### src/rtl/display_pkg.sv
// Shared definitions for the multiplexed 7-segment display path.
package display_pkg;

    localparam int N_DIGITS = 4;

    typedef enum logic {
        ST_BLANK = 1'b0,
        ST_DRIVE = 1'b1
    } scan_st_t;

    localparam logic [3:0] AN_OFF = 4'b1111;

    // Active-low anode pattern selecting a single digit.
    function automatic logic [3:0] onehot_n(input logic [1:0] idx);
        onehot_n = ~(4'b0001 << idx);
    endfunction

endpackage

### src/rtl/seg_scan_sched_tick_gen.sv
// Slot timing for the display scan: counts clk cycles inside a digit slot
// and flags the last cycle of the slot and the blanking window.
module scan_tick_gen #(
    parameter int SCAN_DIV  = 65536,
    parameter int BLANK_CYC = 16,
    parameter int DIV_W     = 17
) (
    input  logic clk,
    input  logic rst_n,
    output logic slot_end,   // current cycle is the last one of the slot
    output logic in_blank    // the cycle after this one lies in the blanking window
);

    localparam logic [DIV_W-1:0] LAST    = DIV_W'(SCAN_DIV - 1);
    localparam logic [DIV_W-1:0] BLANK_V = DIV_W'(BLANK_CYC);

    logic [DIV_W-1:0] cnt;
    logic [DIV_W-1:0] cnt_nxt;

    assign slot_end = (cnt == LAST);
    assign cnt_nxt  = slot_end ? '0 : cnt + DIV_W'(1);

    // Looking one cycle ahead lets the top register its outputs so they line
    // up with the counter value rather than trailing it by a cycle.
    generate
        if (BLANK_CYC == 0) begin : g_no_blank
            assign in_blank = 1'b0;
        end else begin : g_blank
            assign in_blank = (cnt_nxt < BLANK_V);
        end
    endgenerate

    // Free-running slot counter, wrapping at the slot length.
    always_ff @(posedge clk or negedge rst_n) begin
        if (!rst_n) begin
            cnt <= '0;
        end else begin
            cnt <= cnt_nxt;
        end
    end

endmodule

### src/rtl/seg_scan_sched.sv
// Display scheduler: round-robin write port into a 4-digit BCD buffer and
// a blanked, time-multiplexed anode scan feeding the BCD decoder.
module seg_scan_sched
    import display_pkg::*;
#(
    parameter int SCAN_DIV  = 65536,
    parameter int BLANK_CYC = 16,
    parameter int DIV_W     = 17
) (
    input  logic       clk,
    input  logic       rst_n,
    input  logic [1:0] req,
    input  logic [1:0] wr_digit0,
    input  logic [3:0] wr_val0,
    input  logic [1:0] wr_digit1,
    input  logic [3:0] wr_val1,
    output logic [1:0] ack,
    input  logic [3:0] digit_mask,
    output logic [3:0] bcd,
    output logic [3:0] an,
    output logic [1:0] scan_idx,
    output logic       frame_done
);

    logic [N_DIGITS-1:0][3:0] buffer;
    logic                     ptr;        // 1: requester 1 wins a tie
    scan_st_t                 state;

    logic       slot_end;
    logic       in_blank;
    logic [1:0] elig;
    logic [1:0] gnt;
    logic [1:0] wdig;
    logic [3:0] wval;
    logic [1:0] idx_nxt;
    scan_st_t   st_nxt;

    scan_tick_gen #(
        .SCAN_DIV  (SCAN_DIV),
        .BLANK_CYC (BLANK_CYC),
        .DIV_W     (DIV_W)
    ) u_tick (
        .clk      (clk),
        .rst_n    (rst_n),
        .slot_end (slot_end),
        .in_blank (in_blank)
    );

    // Grant selection: a requester acked this cycle sits out one cycle, ties go to ptr.
    always_comb begin
        elig = req & ~ack;
        gnt  = 2'b00;
        if (elig == 2'b11) begin
            gnt = ptr ? 2'b10 : 2'b01;
        end else begin
            gnt = elig;
        end
        wdig = gnt[1] ? wr_digit1 : wr_digit0;
        wval = gnt[1] ? wr_val1   : wr_val0;
    end

    // Next scan position and state; outputs are registered from these.
    always_comb begin
        idx_nxt = slot_end ? scan_idx + 2'd1 : scan_idx;
        st_nxt  = state;
        case (state)
            ST_BLANK: if (!in_blank) st_nxt = ST_DRIVE;
            ST_DRIVE: if (in_blank)  st_nxt = ST_BLANK;
            default:  st_nxt = ST_BLANK;
        endcase
    end

    // Arbiter: grant pulse, buffer write and round-robin pointer update.
    always_ff @(posedge clk or negedge rst_n) begin
        if (!rst_n) begin
            ack    <= 2'b00;
            ptr    <= 1'b0;
            buffer <= '0;
        end else begin
            ack <= gnt;
            if (|gnt) begin
                buffer[wdig] <= wval;
                ptr          <= gnt[0];
            end
        end
    end

    // Scan FSM with registered anode, digit index, nibble and frame pulse.
    always_ff @(posedge clk or negedge rst_n) begin
        if (!rst_n) begin
            state      <= (BLANK_CYC == 0) ? ST_DRIVE : ST_BLANK;
            scan_idx   <= 2'd0;
            an         <= AN_OFF;
            bcd        <= 4'd0;
            frame_done <= 1'b0;
        end else begin
            state      <= st_nxt;
            scan_idx   <= idx_nxt;
            an         <= (st_nxt == ST_DRIVE && digit_mask[idx_nxt]) ? onehot_n(idx_nxt) : AN_OFF;
            // Reads the buffer as it stood before this edge's write, so a
            // write shows up on bcd one cycle after its ack edge.
            bcd        <= buffer[idx_nxt];
            frame_done <= slot_end && (scan_idx == 2'd3);
        end
    end

endmodule
### config.mk
export PLATFORM = sky130hd
export DESIGN_NAME = seg_scan_sched
export DESIGN_NICKNAME = d
export VERILOG_FILES = /design/src/rtl/display_pkg.sv /design/src/rtl/seg_scan_sched_tick_gen.sv /design/src/rtl/seg_scan_sched.sv
export SDC_FILE = /design/constraint.sdc
export NUM_CORES = 1
export LEC_CHECK = 0
export ABC_AREA = 0
export CAP_MARGIN = 0
export CORE_MARGIN = 3
export CORE_UTILIZATION = 35
export DETAILED_ROUTE_END_ITERATION = 7
export PLACE_DENSITY = 0.62
export SLEW_MARGIN = 0
export SYNTH_ARGS = -nofsm -noshare
export SYNTH_HDL_FRONTEND = slang
export SYNTH_SLANG_ARGS = --single-unit
### constraint.sdc
create_clock -name clk -period 5 [get_ports clk]
set_input_delay 1 -clock clk [delete_from_list [all_inputs] [get_ports clk]]
set_output_delay 1 -clock clk [all_outputs]
set_load 0.05 [all_outputs]
==> results_dict.tcl, run 1 <==
set metrics [dict create \
    outcome "complete, no violations" \
    timing.hold.ws_ns 0.4919 \
    synth-main-ff-cell "dfrtp_1" \
    htreeDepth 2 \
    final_common_cell "dfrtp_1" \
    ctsHoldBuffers 0 \
    min_path_cells 1 \
    rsz0062_at_grt "false" \
    gp_congestion 0.8016 \
    period_share_pct 60.85 \
    async_reset_ff_share_pct 100.0 \
    cts_root_buffer "clkbuf_8" \
    tightest_slew_ns 1.012 \
    numPortBuffers 32 \
    cp.required_ns 5.20 \
    wl_per_cell_um 14.19 \
    grt_pass1_wl_mm 8.142 \
    setup_violations 0 \
    nets 274 \
    rrSetupSlack_ns 2.30 \
    insertion_delay_ns 0.31 \
    drive_gt1_share_pct 15.42 \
    grt_max_degree 48 \
    die_w_um 87.52 \
    fin_util_pct 43.85 \
    clk_path_buf_depth 2 \
    crit_path_end_kind "register" \
    leakagePower_nw 1.198 \
    drtIter0Drc 27 \
    grt_use_total_pct 13.41 \
    final_max_slew_viol_count 0 \
    postCtsSetupRepairBufs 0 \
    die-area_mm2 0.007660 \
    fmax_ghz 0.3287 \
    timing_worst_setup_path_type "in2reg" \
    synth-seq-cells 47 \
    synthesis.instances 221 \
    grt_remaining_overflow 0 \
    syn_area_per_cell_um2 10.52 \
    vdd.ir_drop.worst_mv 0.1789 \
    use_met3_pct 2.838 \
    fillers 623 \
    relSlewSlack_pct 32.53 \
    core_area_mm2 0.006386 \
    diodes 0 \
    drt_first_pass_iters 4 \
    clock_sinks 47 \
    ant_nets 0 \
    regArea_mm2 0.001181 \
    area_delta_synth_final_pct 20.39 \
    gr-usage-met2_pct 19.38 \
    row_count 29 \
    synth_cell_types 41 \
    path_clk_slew_ns 0.09 \
    grt_pass1_vias 1676 \
    cp.arrival_ns 3.24 \
    post-place-cells 322 \
    initial_core_util_pct 36.42 \
    routed_via_density 5.170 \
    pre_cts_ws_ns 1.611 \
    synth_nets 243 \
    p_per_area_mw_per_mm2 355.9 \
    yosysWarningCount 0 \
    syn_area_mm2 0.002326 \
    worstPathMaxFanout 9 \
    instances_no_fill 330 \
    skew_ns 0.01018 \
    multiInputGateArea_mm2 0.001072 \
    r2r_cells 7 \
    cp-start-kind "input port" \
    cts_resized 0 \
    antenna_found_initial 0 \
    layout_common_cells "dfrtp_1, clkdlybuf4s50_1, mux2_2" \
    grt.met1_usage_pct 19.63 \
    drc_errors 0 \
    busiest_layer "met1" \
    chipHeight_um 87.52 \
    cts_tree "built" \
    ys_seq_area_share_pct 50.78 \
    synth_edf_count 0 \
    fin_crit_ns 3.043 \
    hold_viol 0 \
    worstHoldPathType "reg2reg" \
    drt-total-wl_mm 4.683 \
    drv_cap 0 \
    io-pin-count 33 \
    numCtsBuffers 5 \
    hpwl_mm 3.350 \
    routed-via-count 1706 \
    tns_ns 0 \
    fin_ws_ns 1.957 \
]
## power breakdown
part	total, mW	switching (mW)	internal [mW]
clock	0.237	0.137	0.100
combinational	0.259	0.139	0.121
sequential	0.500	0.0451	0.455
## registers in the layout, summed over array words and instances, names as in the netlist
signal and cells:
ack 2, bcd 4, scan_idx 2, an 4, frame_done 1, ptr 1, buffer 16, u_tick.cnt 17
## per-stage QoR
step | power (mW) | instance area [um^2]
after floorplan | 0.6713 | 2326
after global placement | 0.7594 | 2706
after detailed placement | 0.7691 | 2706
after CTS | 1.011 | 2800
after global routing | 1.050 | 2800
final | 0.9966 | 2800
## cells in the mapped netlist (6+ instances only)
master | count | area (um^2)
xnor2_1 | 8 | 70.07
nand3_1 | 9 | 45.04
inv_1 | 8 | 30.03
xor2_1 | 8 | 70.07
a21oi_1 | 8 | 40.04
nor3_1 | 10 | 50.05
nand4_1 | 8 | 50.05
mux2_2 | 20 | 225.2
nor2_1 | 17 | 63.81
nand2_1 | 19 | 71.32
nor4_1 | 6 | 37.54
dfrtp_1 | 43 | 1076
## cell type report
class / instances / area share (%)
Multi-Input combinational cell: 156 / 38.29
Clock buffer: 5 / 2.458
Inverter: 9 / 1.206
Sequential cell: 47 / 42.18
Tap cell: 77 / 3.441
Timing Repair Buffer: 33 / 11.53
Clock inverter: 3 / 0.8937
## cell families (layout without fill, tap and decap cells)
group           after synthesis  count (layout)  share of synthesized area [%]
buf+inv                      18              50                          3.120
flops                        47              47                          50.78
fa+ha+maj                     2               2                          1.076
xor+xnor                     17              17                          7.209
compound gates               26              26                          7.155
mux                          24              24                          11.40
simple gates                 87              87                          19.26
## metal layers
| layer | share of wire, % | vias to the layer above |
|---|---|---|
| met3 | 4.6 | 8 |
| met5 | 0 | - |
| met1 | 51 | 812 |
| li1 | - | 842 |
| met2 | 43 | 44 |
| met4 | 1.6 | 0 |
## path summary, 6_finish.rpt
path	from	endpoint
worst max-delay path	req[0]	buffer[8]$_DFFE_PN0P_
worst min-delay path	u_tick.cnt[0]$_DFF_PN0_	u_tick.cnt[0]$_DFF_PN0_
worst max register to register	u_tick.cnt[0]$_DFF_PN0_	bcd[3]$_DFF_PN0_
worst min register to register	u_tick.cnt[0]$_DFF_PN0_	u_tick.cnt[0]$_DFF_PN0_
max in group asynchronous	rst_n	ptr$_DFFE_PN0P_
min in group asynchronous	rst_n	bcd[3]$_DFF_PN0_
## critical path, cell delays in order
cell	delay (ns)
clkdlybuf4s50_1	0.45
nand2b_1	0.08
o21ai_1	0.38
clkinv_1	0.34
o21bai_1	0.34
o32a_1	0.29
mux2_2	0.35
No activity file was read; power rests on OpenSTA's default activity.
==> inputs of run 2 (changes only) <==
- clock period: 5 -> 3 ns (I/O delays scaled with it)
==> results_dict.tcl, run 2 (synthesis gave the netlist of run 1 again) <==
set metrics [dict create \
    outcome "complete, no violations" \
    drv_cap 0 \
    nets 278 \
    diodes 0 \
    hpwl_mm 3.352 \
    instances_no_fill 334 \
    drt-total-wl_mm 4.570 \
    drtIter0Drc 80 \
    power_frac_seq_pct 46.1 \
    clock_sinks 47 \
    grt_pass1_vias 1687 \
    area_delta_synth_final_pct 23.51 \
    fin_crit_ns 2.571 \
    worstHoldPathType "in2async" \
    path_clk_slew_ns 0.09 \
    ctsHoldBuffers 0 \
    grt_pass1_wl_mm 7.817 \
    postCtsSetupRepairBufs 0 \
    wl_per_cell_um 13.68 \
    final_max_slew_viol_count 0 \
    relSlewSlack_pct 32.27 \
    cts_root_buffer "clkbuf_8" \
    grt_use_total_pct 13.03 \
    fillers 601 \
    rrSetupSlack_ns 0.43 \
    worst_r2r_endpoint "bcd[0]$_DFF_PN0_" \
    numCtsBuffers 5 \
    io-pin-count 33 \
    core_area_mm2 0.006386 \
    top_register "u_tick.cnt" \
    fmax_ghz 0.3890 \
    tns_ns 0 \
    power_frac_comb_pct 23.8 \
    cp.required_ns 3.19 \
    worstPathMaxFanout 13 \
    place_area_mm2 0.002736 \
    cp.arrival_ns 2.76 \
    cts_resized 0 \
    numPortBuffers 32 \
    sw_frac_of_total_pct 28.19 \
    insertion_delay_ns 0.30 \
    row_count 29 \
    crit_start "u_tick.cnt[0]$_DFF_PN0_" \
    vdd.ir_drop.worst_mv 0.3387 \
    fin_ws_ns 0.4294 \
    routed_via_density 5.084 \
    htreeDepth 2 \
    reg.largest.list "u_tick.cnt: 17 flops, buffer: 16 flops" \
    cts_tree "built" \
    drc_errors 0 \
    die-area_mm2 0.007660 \
    grt_max_degree 48 \
    tightest_slew_ns 1.016 \
    rsz0062_at_grt "false" \
    internal-power_mw 1.297 \
    r2r-start "u_tick.cnt[0]$_DFF_PN0_" \
    post-place-cells 326 \
    crit_path_end_kind "register" \
    pwr-share-clk_pct 30.0 \
    leakagePower_nw 1.238 \
    fin_total_pwr_mw 1.807 \
    drive_gt1_share_pct 16.73 \
    skew_ns 0.009357 \
    routed-via-count 1698 \
    ant_nets 0 \
    r2r_cells 7 \
    die_w_um 87.52 \
    p_sw_uw 509.3 \
    hold_viol 0 \
    setup_violations 0 \
    largest_reg_flops 17 \
    antenna_found_initial 0 \
    timing_worst_setup_path_type "reg2reg" \
    initial_core_util_pct 36.42 \
    fin_area_mm2 0.002873 \
    pre_cts_ws_ns 0.3893 \
    p_per_area_mw_per_mm2 628.9 \
    grt_remaining_overflow 0 \
    timing.hold.ws_ns 0.4655 \
    layout_common_cells "dfrtp_1, clkdlybuf4s50_1, mux2_2" \
    fin_util_pct 44.98 \
    gp_congestion 0.8040 \
    drt_first_pass_iters 4 \
    cp-start-kind "register" \
    period_share_pct 85.69 \
    chipHeight_um 87.52 \
    clk_path_buf_depth 2 \
    final_common_cell "dfrtp_1" \
]
==> run 2: changes by cell type in the layout (fill, tap and decap cells not counted) <==
| cell | before | now |
|---|---|---|
| buf_4 | 1 | 5 |
| clkinv_4 | 2 | 0 |
| bufinv_16 | 0 | 2 |
==> run 2: power by group through the flow <==
stage / Combinational (mW) / Sequential, mW / Clock [mW]
2_1_floorplan: 0.198 / 0.921 / 0
3_3_place_gp: 0.425 / 0.848 / 0
3_5_place_dp: 0.434 / 0.847 / 0
4_1_cts: 0.436 / 0.835 / 0.557
5_1_grt: 0.472 / 0.850 / 0.584
6_report: 0.431 / 0.834 / 0.543
==> run 2: layout make-up <==
class / instances / area (um^2) / area share [%]
Sequential cell: 47 / 1181 / 41.11
Multi-Input combinational cell: 156 / 1072 / 37.33
Timing Repair Buffer: 37 / 352.8 / 12.28
Tap cell: 77 / 96.34 / 3.354
Clock buffer: 5 / 68.82 / 2.395
Clock inverter: 3 / 67.56 / 2.352
Inverter: 9 / 33.78 / 1.176
==> run 2: how the worst max path moves through the flow <==
stage / slack [ns] / depth (start not counted) / endpoint
global route: 0.24 / 7 / bcd[0]$_DFF_PN0_
detailed placement: 0.39 / 7 / buffer[3]$_DFFE_PN0P_
global placement: 0.43 / 7 / buffer[1]$_DFFE_PN0P_
floorplan: 0.65 / 6 / buffer[10]$_DFFE_PN0P_
CTS: 0.41 / 7 / bcd[3]$_DFF_PN0_
finish: 0.43 / 7 / bcd[0]$_DFF_PN0_
==> run 2: worst max-delay path: stages (launching register included) <==
cell	delay [ns]
dfrtp_1	0.39
ha_1	0.23
nand3_2	0.13
or3_1	0.47
or4_4	0.63
xnor2_4	0.28
mux2i_1	0.24
a21oi_1	0.09
==> run 2: routing by layer <==
metal | vias to the layer above | track usage (%) | routed length [um]
li1 | 853 | - | -
met1 | 794 | 18.12 | 2256
met2 | 45 | 20.07 | 2029
met3 | 6 | 2.838 | 220
met4 | 0 | 4.603 | 64
met5 | - | 0 | 0
